--- config.mk ---
export PLATFORM = sky130hd
export DESIGN_NAME = sgpu_fetch_flat
export DESIGN_NICKNAME = d
export VERILOG_FILES = /design/src/rtl/sgpu_fetch_if.sv /design/src/rtl/sgpu_fetch.sv /design/src/flat_wrapper.sv
export SDC_FILE = /design/constraint.sdc
export NUM_CORES = 1
export LEC_CHECK = 0
export CORE_UTILIZATION = 45
export CTS_CLUSTER_DIAMETER = 50
export CTS_CLUSTER_SIZE = 14
export DETAILED_ROUTE_END_ITERATION = 10
export PLACE_DENSITY = 0.86
export SLEW_MARGIN = 10
export SYNTH_ARGS = -nofsm -noshare
export SYNTH_HDL_FRONTEND = slang
export SYNTH_SLANG_ARGS = --single-unit
--- constraint.sdc ---
create_clock -name clk -period 5.5 [get_ports clk]
set_clock_uncertainty 0.05 [all_clocks]
set_input_delay 1.65 -clock clk [delete_from_list [all_inputs] [get_ports clk]]
set_output_delay 1.65 -clock clk [all_outputs]
set_load 0.02 [all_outputs]
--- src/rtl/sgpu_fetch_if.sv ---
`default_nettype none
// ============================================================================
// Module   : sgpu_fetch_if
// Purpose  : ICB read-channel bundle between the sgpu fetch engine and memory.
// Revision : 1.0  initial release
// ============================================================================
interface sgpu_fetch_if;
    logic        cmd_vld;
    logic        cmd_rdy;
    logic [31:0] cmd_addr;
    logic        cmd_read;
    logic [31:0] cmd_wdata;
    logic [3:0]  cmd_wmask;
    logic        rsp_vld;
    logic        rsp_rdy;
    logic [31:0] rsp_rdata;
    logic        rsp_err;

    modport master (
        output cmd_vld, cmd_addr, cmd_read, cmd_wdata, cmd_wmask, rsp_rdy,
        input  cmd_rdy, rsp_vld, rsp_rdata, rsp_err
    );

    modport slave (
        input  cmd_vld, cmd_addr, cmd_read, cmd_wdata, cmd_wmask, rsp_rdy,
        output cmd_rdy, rsp_vld, rsp_rdata, rsp_err
    );
endinterface
`default_nettype wire

--- src/rtl/sgpu_fetch.sv ---
`default_nettype none
// ============================================================================
// Module   : sgpu_fetch
// Purpose  : Framebuffer fetch engine: reads one frame of pixels over ICB and
//            pushes them in raster order into the pixel FIFO.
//            Optional macro SGPU_FETCH_STAT_EN adds frame/abort counters.
// Revision : 1.0  initial release
// ============================================================================
module sgpu_fetch #(
    parameter int  SCR_W      = 800,
    parameter int  SCR_H      = 600,
    parameter int  MAX_OUTSTD = 4,
    parameter int  FIFO_DEPTH = 512,
    localparam int FREE_W     = $clog2(FIFO_DEPTH) + 1
) (
    input  wire                clk,
    input  wire                rst,
    input  wire  [31:0]        addr_offset,
    input  wire                openChal,
    sgpu_fetch_if.master       icb,
    output logic               fifo_w_req,
    output logic [31:0]        fifo_w_data,
    input  wire  [FREE_W-1:0]  fifo_wfree,
    output logic               busy,
    output logic               fetch_err,
    output logic               abort_flag
`ifdef SGPU_FETCH_STAT_EN
    ,
    output logic [15:0]        frame_cnt,
    output logic [15:0]        abort_cnt
`endif
);

    localparam int NPIX  = SCR_W * SCR_H;
    localparam int IDX_W = $clog2(NPIX + 1);
    localparam int OW    = $clog2(MAX_OUTSTD + 1);
    localparam int CW    = FREE_W + 1;

    typedef enum logic [1:0] {
        IDLE  = 2'd0,
        RUN   = 2'd1,
        DRAIN = 2'd2
    } state_t;

    state_t           state;
    state_t           state_nxt;
    logic             oc_s1;
    logic             oc_s2;
    logic             oc_s3;
    logic             start;
    logic             stop;
    logic [31:0]      base;
    logic [IDX_W-1:0] issue_idx;
    logic [IDX_W-1:0] push_idx;
    logic [OW-1:0]    outstd;
    logic [OW-1:0]    outstd_nxt;
    logic             push_pend;
    logic             cmd_hold;
    logic             cmd_hs;
    logic             rsp_hs;
    logic             can_issue;
    logic             frame_done;
    logic [CW-1:0]    credit;

    // openChal lives in the vga_clk domain; two flops plus one for edge detect
    always_ff @(posedge clk or negedge rst) begin
        if (!rst) begin
            oc_s1 <= 1'b0;
            oc_s2 <= 1'b0;
            oc_s3 <= 1'b0;
        end else begin
            oc_s1 <= openChal;
            oc_s2 <= oc_s1;
            oc_s3 <= oc_s2;
        end
    end

    assign start = oc_s2 & ~oc_s3;
    assign stop  = ~oc_s2 & oc_s3;

    // Every outstanding read and the pending push already own a FIFO slot
    assign credit    = CW'(outstd) + CW'(push_pend);
    assign can_issue = (issue_idx < IDX_W'(NPIX)) &&
                       (outstd < OW'(MAX_OUTSTD)) &&
                       (credit < CW'(fifo_wfree));

    assign icb.cmd_vld   = cmd_hold | ((state == RUN) & can_issue);
    assign icb.cmd_addr  = base + 32'({issue_idx, 2'b00});
    assign icb.cmd_read  = 1'b1;
    assign icb.cmd_wdata = 32'h0;
    assign icb.cmd_wmask = 4'hf;
    assign icb.rsp_rdy   = 1'b1;

    assign cmd_hs     = icb.cmd_vld & icb.cmd_rdy;
    assign rsp_hs     = icb.rsp_vld & (state != IDLE);
    assign frame_done = (push_idx == IDX_W'(NPIX)) && (outstd == '0);

    assign fifo_w_req = push_pend;
    assign busy       = (state != IDLE);

    always_comb begin
        outstd_nxt = outstd;
        if (cmd_hs && !rsp_hs) begin
            outstd_nxt = outstd + OW'(1);
        end else if (!cmd_hs && rsp_hs) begin
            outstd_nxt = outstd - OW'(1);
        end
    end

    always_ff @(posedge clk or negedge rst) begin
        if (!rst) begin
            state <= IDLE;
        end else begin
            state <= state_nxt;
        end
    end

    always_comb begin
        state_nxt = state;
        case (state)
            IDLE: begin
                if (start) begin
                    state_nxt = RUN;
                end
            end
            RUN: begin
                if (frame_done) begin
                    state_nxt = IDLE;
                end else if (stop) begin
                    state_nxt = DRAIN;
                end
            end
            DRAIN: begin
                if ((outstd == '0) && !cmd_hold) begin
                    state_nxt = IDLE;
                end
            end
            default: state_nxt = IDLE;
        endcase
    end

    always_ff @(posedge clk or negedge rst) begin
        if (!rst) begin
            base        <= 32'h0;
            issue_idx   <= '0;
            push_idx    <= '0;
            outstd      <= '0;
            cmd_hold    <= 1'b0;
            push_pend   <= 1'b0;
            fifo_w_data <= 32'h0;
            fetch_err   <= 1'b0;
            abort_flag  <= 1'b0;
        end else begin
            cmd_hold  <= icb.cmd_vld & ~icb.cmd_rdy;
            outstd    <= outstd_nxt;
            push_pend <= icb.rsp_vld & (state == RUN);
            if (icb.rsp_vld && (state == RUN)) begin
                fifo_w_data <= icb.rsp_err ? 32'h0 : icb.rsp_rdata;
            end
            if (icb.rsp_vld && icb.rsp_err) begin
                fetch_err <= 1'b1;
            end
            if ((state == RUN) && (state_nxt == DRAIN)) begin
                abort_flag <= 1'b1;
            end
            if ((state == IDLE) && start) begin
                base      <= addr_offset;
                issue_idx <= '0;
                push_idx  <= '0;
            end else begin
                if (cmd_hs) begin
                    issue_idx <= issue_idx + IDX_W'(1);
                end
                if (push_pend) begin
                    push_idx <= push_idx + IDX_W'(1);
                end
            end
        end
    end

`ifdef SGPU_FETCH_STAT_EN
    always_ff @(posedge clk or negedge rst) begin
        if (!rst) begin
            frame_cnt <= 16'h0;
            abort_cnt <= 16'h0;
        end else begin
            if ((state == RUN) && (state_nxt == IDLE)) begin
                frame_cnt <= frame_cnt + 16'd1;
            end
            if ((state == RUN) && (state_nxt == DRAIN)) begin
                abort_cnt <= abort_cnt + 16'd1;
            end
        end
    end
`endif

endmodule
`default_nettype wire

--- src/flat_wrapper.sv ---
// flat-port wrapper written by rule: the top's interface ports become plain ports
module sgpu_fetch_flat 
#(
    parameter int  SCR_W      = 800,
    parameter int  SCR_H      = 600,
    parameter int  MAX_OUTSTD = 4,
    parameter int  FIFO_DEPTH = 512,
    localparam int FREE_W     = $clog2(FIFO_DEPTH) + 1
)
  (clk, rst, addr_offset, openChal, fifo_w_req, fifo_w_data, fifo_wfree, busy, fetch_err, abort_flag, icb_cmd_vld, icb_cmd_addr, icb_cmd_read, icb_cmd_wdata, icb_cmd_wmask, icb_rsp_rdy, icb_cmd_rdy, icb_rsp_vld, icb_rsp_rdata, icb_rsp_err);
  sgpu_fetch_if icb_i ();
  input  wire clk;
  input  wire rst;
  input  wire  [31:0] addr_offset;
  input  wire openChal;
  output logic fifo_w_req;
  output logic [31:0] fifo_w_data;
  input  wire  [FREE_W-1:0] fifo_wfree;
  output logic busy;
  output logic fetch_err;
  output logic abort_flag;
  output wire logic [$bits(icb_i.cmd_vld)-1:0] icb_cmd_vld;
  output wire logic [$bits(icb_i.cmd_addr)-1:0] icb_cmd_addr;
  output wire logic [$bits(icb_i.cmd_read)-1:0] icb_cmd_read;
  output wire logic [$bits(icb_i.cmd_wdata)-1:0] icb_cmd_wdata;
  output wire logic [$bits(icb_i.cmd_wmask)-1:0] icb_cmd_wmask;
  output wire logic [$bits(icb_i.rsp_rdy)-1:0] icb_rsp_rdy;
  input wire logic [$bits(icb_i.cmd_rdy)-1:0] icb_cmd_rdy;
  input wire logic [$bits(icb_i.rsp_vld)-1:0] icb_rsp_vld;
  input wire logic [$bits(icb_i.rsp_rdata)-1:0] icb_rsp_rdata;
  input wire logic [$bits(icb_i.rsp_err)-1:0] icb_rsp_err;
  assign icb_cmd_vld = icb_i.cmd_vld;
  assign icb_cmd_addr = icb_i.cmd_addr;
  assign icb_cmd_read = icb_i.cmd_read;
  assign icb_cmd_wdata = icb_i.cmd_wdata;
  assign icb_cmd_wmask = icb_i.cmd_wmask;
  assign icb_rsp_rdy = icb_i.rsp_rdy;
  assign icb_i.cmd_rdy = icb_cmd_rdy;
  assign icb_i.rsp_vld = icb_rsp_vld;
  assign icb_i.rsp_rdata = icb_rsp_rdata;
  assign icb_i.rsp_err = icb_rsp_err;
  sgpu_fetch #(.SCR_W(SCR_W), .SCR_H(SCR_H), .MAX_OUTSTD(MAX_OUTSTD), .FIFO_DEPTH(FIFO_DEPTH)) u_core (.clk(clk), .rst(rst), .addr_offset(addr_offset), .openChal(openChal), .icb(icb_i), .fifo_w_req(fifo_w_req), .fifo_w_data(fifo_w_data), .fifo_wfree(fifo_wfree), .busy(busy), .fetch_err(fetch_err), .abort_flag(abort_flag));
endmodule
# Word level (Yosys, flattened, before mapping)
# Cells that the tools add are included.
dict set report classes {
  bitwise 11
  mux 12
  reduce_logical 19
  n_shift 0
  addsub 6
  mul 0
  eq_ne 4
  n_div 0
  order_cmp 3
}
# operator n
set op_table {}
lappend op_table {{19-bit two-way mux} 4}
lappend op_table {{19-bit by 1-bit adder with 19-bit output, second input constant} 2}
lappend op_table {{32-bit by 21-bit adder with 32-bit output} 1}
lappend op_table {{32-bit two-way mux} 1}
lappend op_table {{19-bit equality test, second input constant} 1}
lappend op_table {{19-bit < comparator, second input constant} 1}
lappend op_table {{11-bit by 10-bit < comparator with 1-bit output} 1}
lappend op_table {{1-bit logical AND} 10}
lappend op_table {{2-bit two-way mux} 4}
lappend op_table {{2-bit nonzero test} 4}
lappend op_table {{1-bit bitwise AND} 7}
lappend op_table {{3-bit two-way mux} 2}
lappend op_table {{2-bit one-hot mux with 3 select lines} 1}
lappend op_table {{3-bit by 1-bit adder with 4-bit output} 1}
lappend op_table {{2-bit equality test, second input constant} 2}
lappend op_table {{3-bit by 1-bit adder with 3-bit output, second input constant} 1}
lappend op_table {{1-bit logical NOT} 3}
lappend op_table {{3-bit logical NOT} 1}
lappend op_table {{3-bit < comparator, second input constant} 1}
lappend op_table {{1-bit NOT} 3}
lappend op_table {{3-bit by 1-bit subtractor with 3-bit output, second input constant} 1}
lappend op_table {{2-bit by 1-bit equality test with 1-bit output, second input constant} 1}
lappend op_table {{2-bit logical NOT} 1}
lappend op_table {{1-bit bitwise OR} 1}
dict set report totals {
  regBits 114
  out_inout_bits 107
  memories 0
  in_bits 80
  word_cells 68
  latch_bits 0
  mem_bits_rw 0
  romBits 0
}

# Longest topological paths before layout
dict set report logic_depth {
  word_depth 10
  depth_mapped 15
  mapped_depth_nobuf 14
}

# Least setup slack after synthesis
# Ideal clock, no wire load.
dict set report synth_timing {
  kind {reg2out}
  start {register u_core.issue_idx[0]}
  end {output port icb_cmd_addr[20]}
  required_ps 3800
  path_stages_with_launch 10
  slack_ps 1024
  n_path_buf 0
  arrival_ps 2776
  path_cell_list {dfrtp_1 > ha_1 > inv_1 > fa_1 > nor2b_1 > o31a_1 > o2111ai_1 > a31oi_1 > a21oi_1 > o311ai_0}
}
dict set report synth_between {
  elab_chain_len 1
}
# element line_no
set synth_rtl {}
lappend synth_rtl {{start: declaration} sgpu_fetch.sv:53} ;# logic [IDX_W-1:0] issue_idx;
lappend synth_rtl {{start signal: assignment} sgpu_fetch.sv:172} ;# issue_idx <= issue_idx + IDX_W'(1);
lappend synth_rtl {{32-bit by 21-bit adder with 32-bit output} sgpu_fetch.sv:88} ;# assign icb.cmd_addr = base + 32'({issue_idx, 2'b00});
lappend synth_rtl {{end: declaration} flat_wrapper.sv:23} ;# output wire logic [$bits(icb_i.cmd_addr)-1:0] icb_cmd_addr;
# No other way between the ends.

# Final worst setup path
dict set report layout_timing {
  start {register u_core.issue_idx[0]}
  end {output port icb_cmd_addr[22]}
}
# The elaborated chain is that of the path after synthesis.

==> reports/metrics.csv <==
metric;value;unit
drv_cap;0;
synth_most_common_cell;dfrtp_1;
setup_viol;0;
synth_edf_count;0;
n_fill_cell;1128;
fin_nets;928;
grt_pass1_wl;23300;um
die-area;15000;sq um
io_pins;187;
avgSynthCellArea;9.72;sq um
setup_tns;0;ns
dp_worst_setup_slack;-0.0186;ns
final_antenna_net_count;0;
p_seq_share;30.0;%
hpwl;9970;um
synth_common_cells;dfrtp_1 (114), nand2_1 (63), o21ai_0 (52);
critPathRequiredTime;3.80;ns
drc;0;
pwr-share-comb;43.1;%
grt_antenna_before_repair;0;
clock-sinks;114;
p_int;2.71;mW
routed-via-count;5172;
finalPower;4.27;mW
synth_area_leaders;dfrtp_1 (44%), xnor2_1 (6.0%), mux2_2 (5.5%), ha_1 (5.4%), buf_4 (4.6%);
slew_headroom;44.7;%
gp_congestion;0.803;
p_clk_share;26.9;%
path_max_fanout;5;
wl_per_cell;14.0;um
initial_core_util;46.5;%
status;finished clean;
rows;43;
drive_gt1_share;9.99;%
crit_path_end_kind;output pin;
power.switching;1.56;mW
first_pass_iters;4;
layout_setup_ws;0.203;ns
grt_max_degree;72;
cp_slowest_cell;clkdlybuf4s50_1;
hp-class;reg2reg;
ys_ff_latch;114;
worst_pin_slew;0.827;ns
die_w;122;um
drt-vias-per-instance;5.12;
drt-initial-drc-count;202;
area_growth_syn_to_layout;32.8;%
ys_warn_count;0;
cts_tree;yes;
hold_viol;0;
min_period_over_period;96.3;%
placed_area;8020;sq um
whs;0.304;ns
grt-ovfl-total;0;
cts_root_buf;clkbuf_16;
min_period;5.30;ns
async_flop_share;100;%
start_kind;register;
synth_top_flop_cell;dfrtp_1;
grt_pass1_vias;4929;
netlist.area_leader.share;43.7;%
fmax;189;MHz
power_leakage;3.77;nW
crit_chain;ha_1 > inv_1 > fa_1 > nor2b_1 > o31a_1 > o2111ai_1 > a311oi_2 > o21ai_0 > xnor2_1 > clkdlybuf4s50_1;
die_h;122;um
h-tree-depth;4;
crit_type;reg2out;
yosysTopAreaCell;dfrtp_1;
dp.cells;978;
synthCells;672;
worstPathArrival;3.60;ns
slew_viol_final;0;
synthDistinctLibCells;60;
powerDensity;492;nW/um^2
antennaDiodeCount;0;
seq_area_frac_synth;43.7;%
ir_drop;324;uV
core_area;14000;sq um
clk_latency;0.42;ns
cts_buffer_depth;2;
swShare;36.5;%
cts_made_buffers;17;
final-instance-count-excl-fill;1011;
critPathMaxStageDelay;0.62;ns
synth_area;6530;sq um
drt-total-wl;14200;um
grt_usage;20.1;%
io_buffers;148;
clkTransAtPathRegs;0.06;ns
postLayoutCoreUtil;61.8;%
design_area;8670;sq um
## flip-flops by register name (all words and copies together), names as in the netlist
name / cells
u_core.fetch_err: 1
u_core.outstd: 3
u_core.base: 32
u_core.oc_s3: 1
u_core.fifo_w_data: 32
u_core.state: 2
u_core.push_idx: 19
u_core.oc_s2: 1
u_core.cmd_hold: 1
u_core.fifo_w_req: 1
u_core.issue_idx: 19
u_core.oc_s1: 1
u_core.abort_flag: 1
## power by group through the flow
stage                     registers [mW]  clock network (mW)  logic (mW)
after detailed placement            1.29                   0        1.84
after global placement              1.28                   0        1.81
after floorplan                     1.35                   0        1.05
after CTS                           1.28                1.16        1.86
final                               1.28                1.15        1.84
after global routing                1.32                1.21        2.00
## cell type report
cell class	count	area [sq um]	share of cell area, %
Multi-Input combinational cell	507	3350	38.6
Sequential cell	114	2850	32.9
Timing Repair Buffer	155	1540	17.8
Clock buffer	18	439	5.06
Tap cell	180	225	2.60
Clock inverter	14	176	2.03
Inverter	23	86.3	0.995
## critical path, delay by kind of cell, from the launching register on
family / cells / cell delay (ns)
AND/OR/NAND/NOR: 1 / 0.15
adder cells (fa/ha/maj): 2 / 0.62
AO/OA/AOI/OAI: 4 / 1.13
XOR/XNOR: 1 / 0.16
buffers and inverters: 2 / 0.68
flip-flops: 1 / 0.42
## cell usage in the layout (no fill, tap or decap), types with 4 or more instances in the layout
master | Yosys | layout
clkdlybuf4s50_1 | 0 | 143
dfrtp_1 | 114 | 114
nand2_1 | 63 | 63
o21ai_0 | 52 | 52
nor2_1 | 50 | 50
xnor2_1 | 45 | 45
conb_1 | 2 | 38
nand2b_1 | 36 | 36
mux2_2 | 32 | 32
ha_1 | 28 | 28
inv_1 | 23 | 23
clkbuf_16 | 0 | 17
xor2_1 | 16 | 16
nor4_1 | 16 | 16
a21oi_1 | 15 | 15
nand4_1 | 14 | 14
nand3_1 | 13 | 13
and3_1 | 10 | 10
buf_4 | 40 | 8
nor3_1 | 6 | 6
or3_1 | 5 | 5
a21o_1 | 4 | 4
nor2b_1 | 4 | 4
or2_2 | 4 | 4
o21a_1 | 4 | 4
inv_6 | 0 | 4
dlymetal6s2s_1 | 0 | 4
## metal layers
metal | track usage (%) | part of all wire, % | wire, um | vias to the layer above
li1 | - | - | - | 2557
met1 | 24.6 | 44 | 6240 | 2421
met2 | 31.7 | 46 | 6550 | 170
met3 | 7.62 | 8.2 | 1160 | 24
met4 | 8.38 | 1.8 | 249 | 0
met5 | 0 | 0 | 0 | -
## logic make-up after synthesis
logic type	Yosys count	share of synthesized area, %
AND/OR/NAND/NOR	239	18.8
flip-flops	114	43.7
AO/OA/AOI/OAI	106	10.2
buffers and inverters	87	7.41
XOR/XNOR	61	8.18
multiplexers	33	5.67
adder cells (fa/ha/maj)	30	5.98
other	2	0.115
## final timing paths
path,start,to,cells past startpoint,slack [ns]
setup reg to reg,u_core.fifo_w_req,u_core.outstd[2],14,1.81
setup / recovery,u_core.issue_idx[0],icb_cmd_addr[22],10,0.20
min in group asynchronous,rst,u_core.base[11],1,1.28
hold / removal,u_core.oc_s1,u_core.oc_s2,0,0.30
max in group asynchronous,rst,u_core.state[0],2,3.17
hold reg to reg,u_core.oc_s1,u_core.oc_s2,0,0.30
## repair_timing
action	in CTS	in global routing
gates resized for setup	1	6
pin swaps	0	1
setup endpoints to repair	1	7
hold buffers	0	0
setup buffers	0	1
Power figures use the tool's default switching activity.
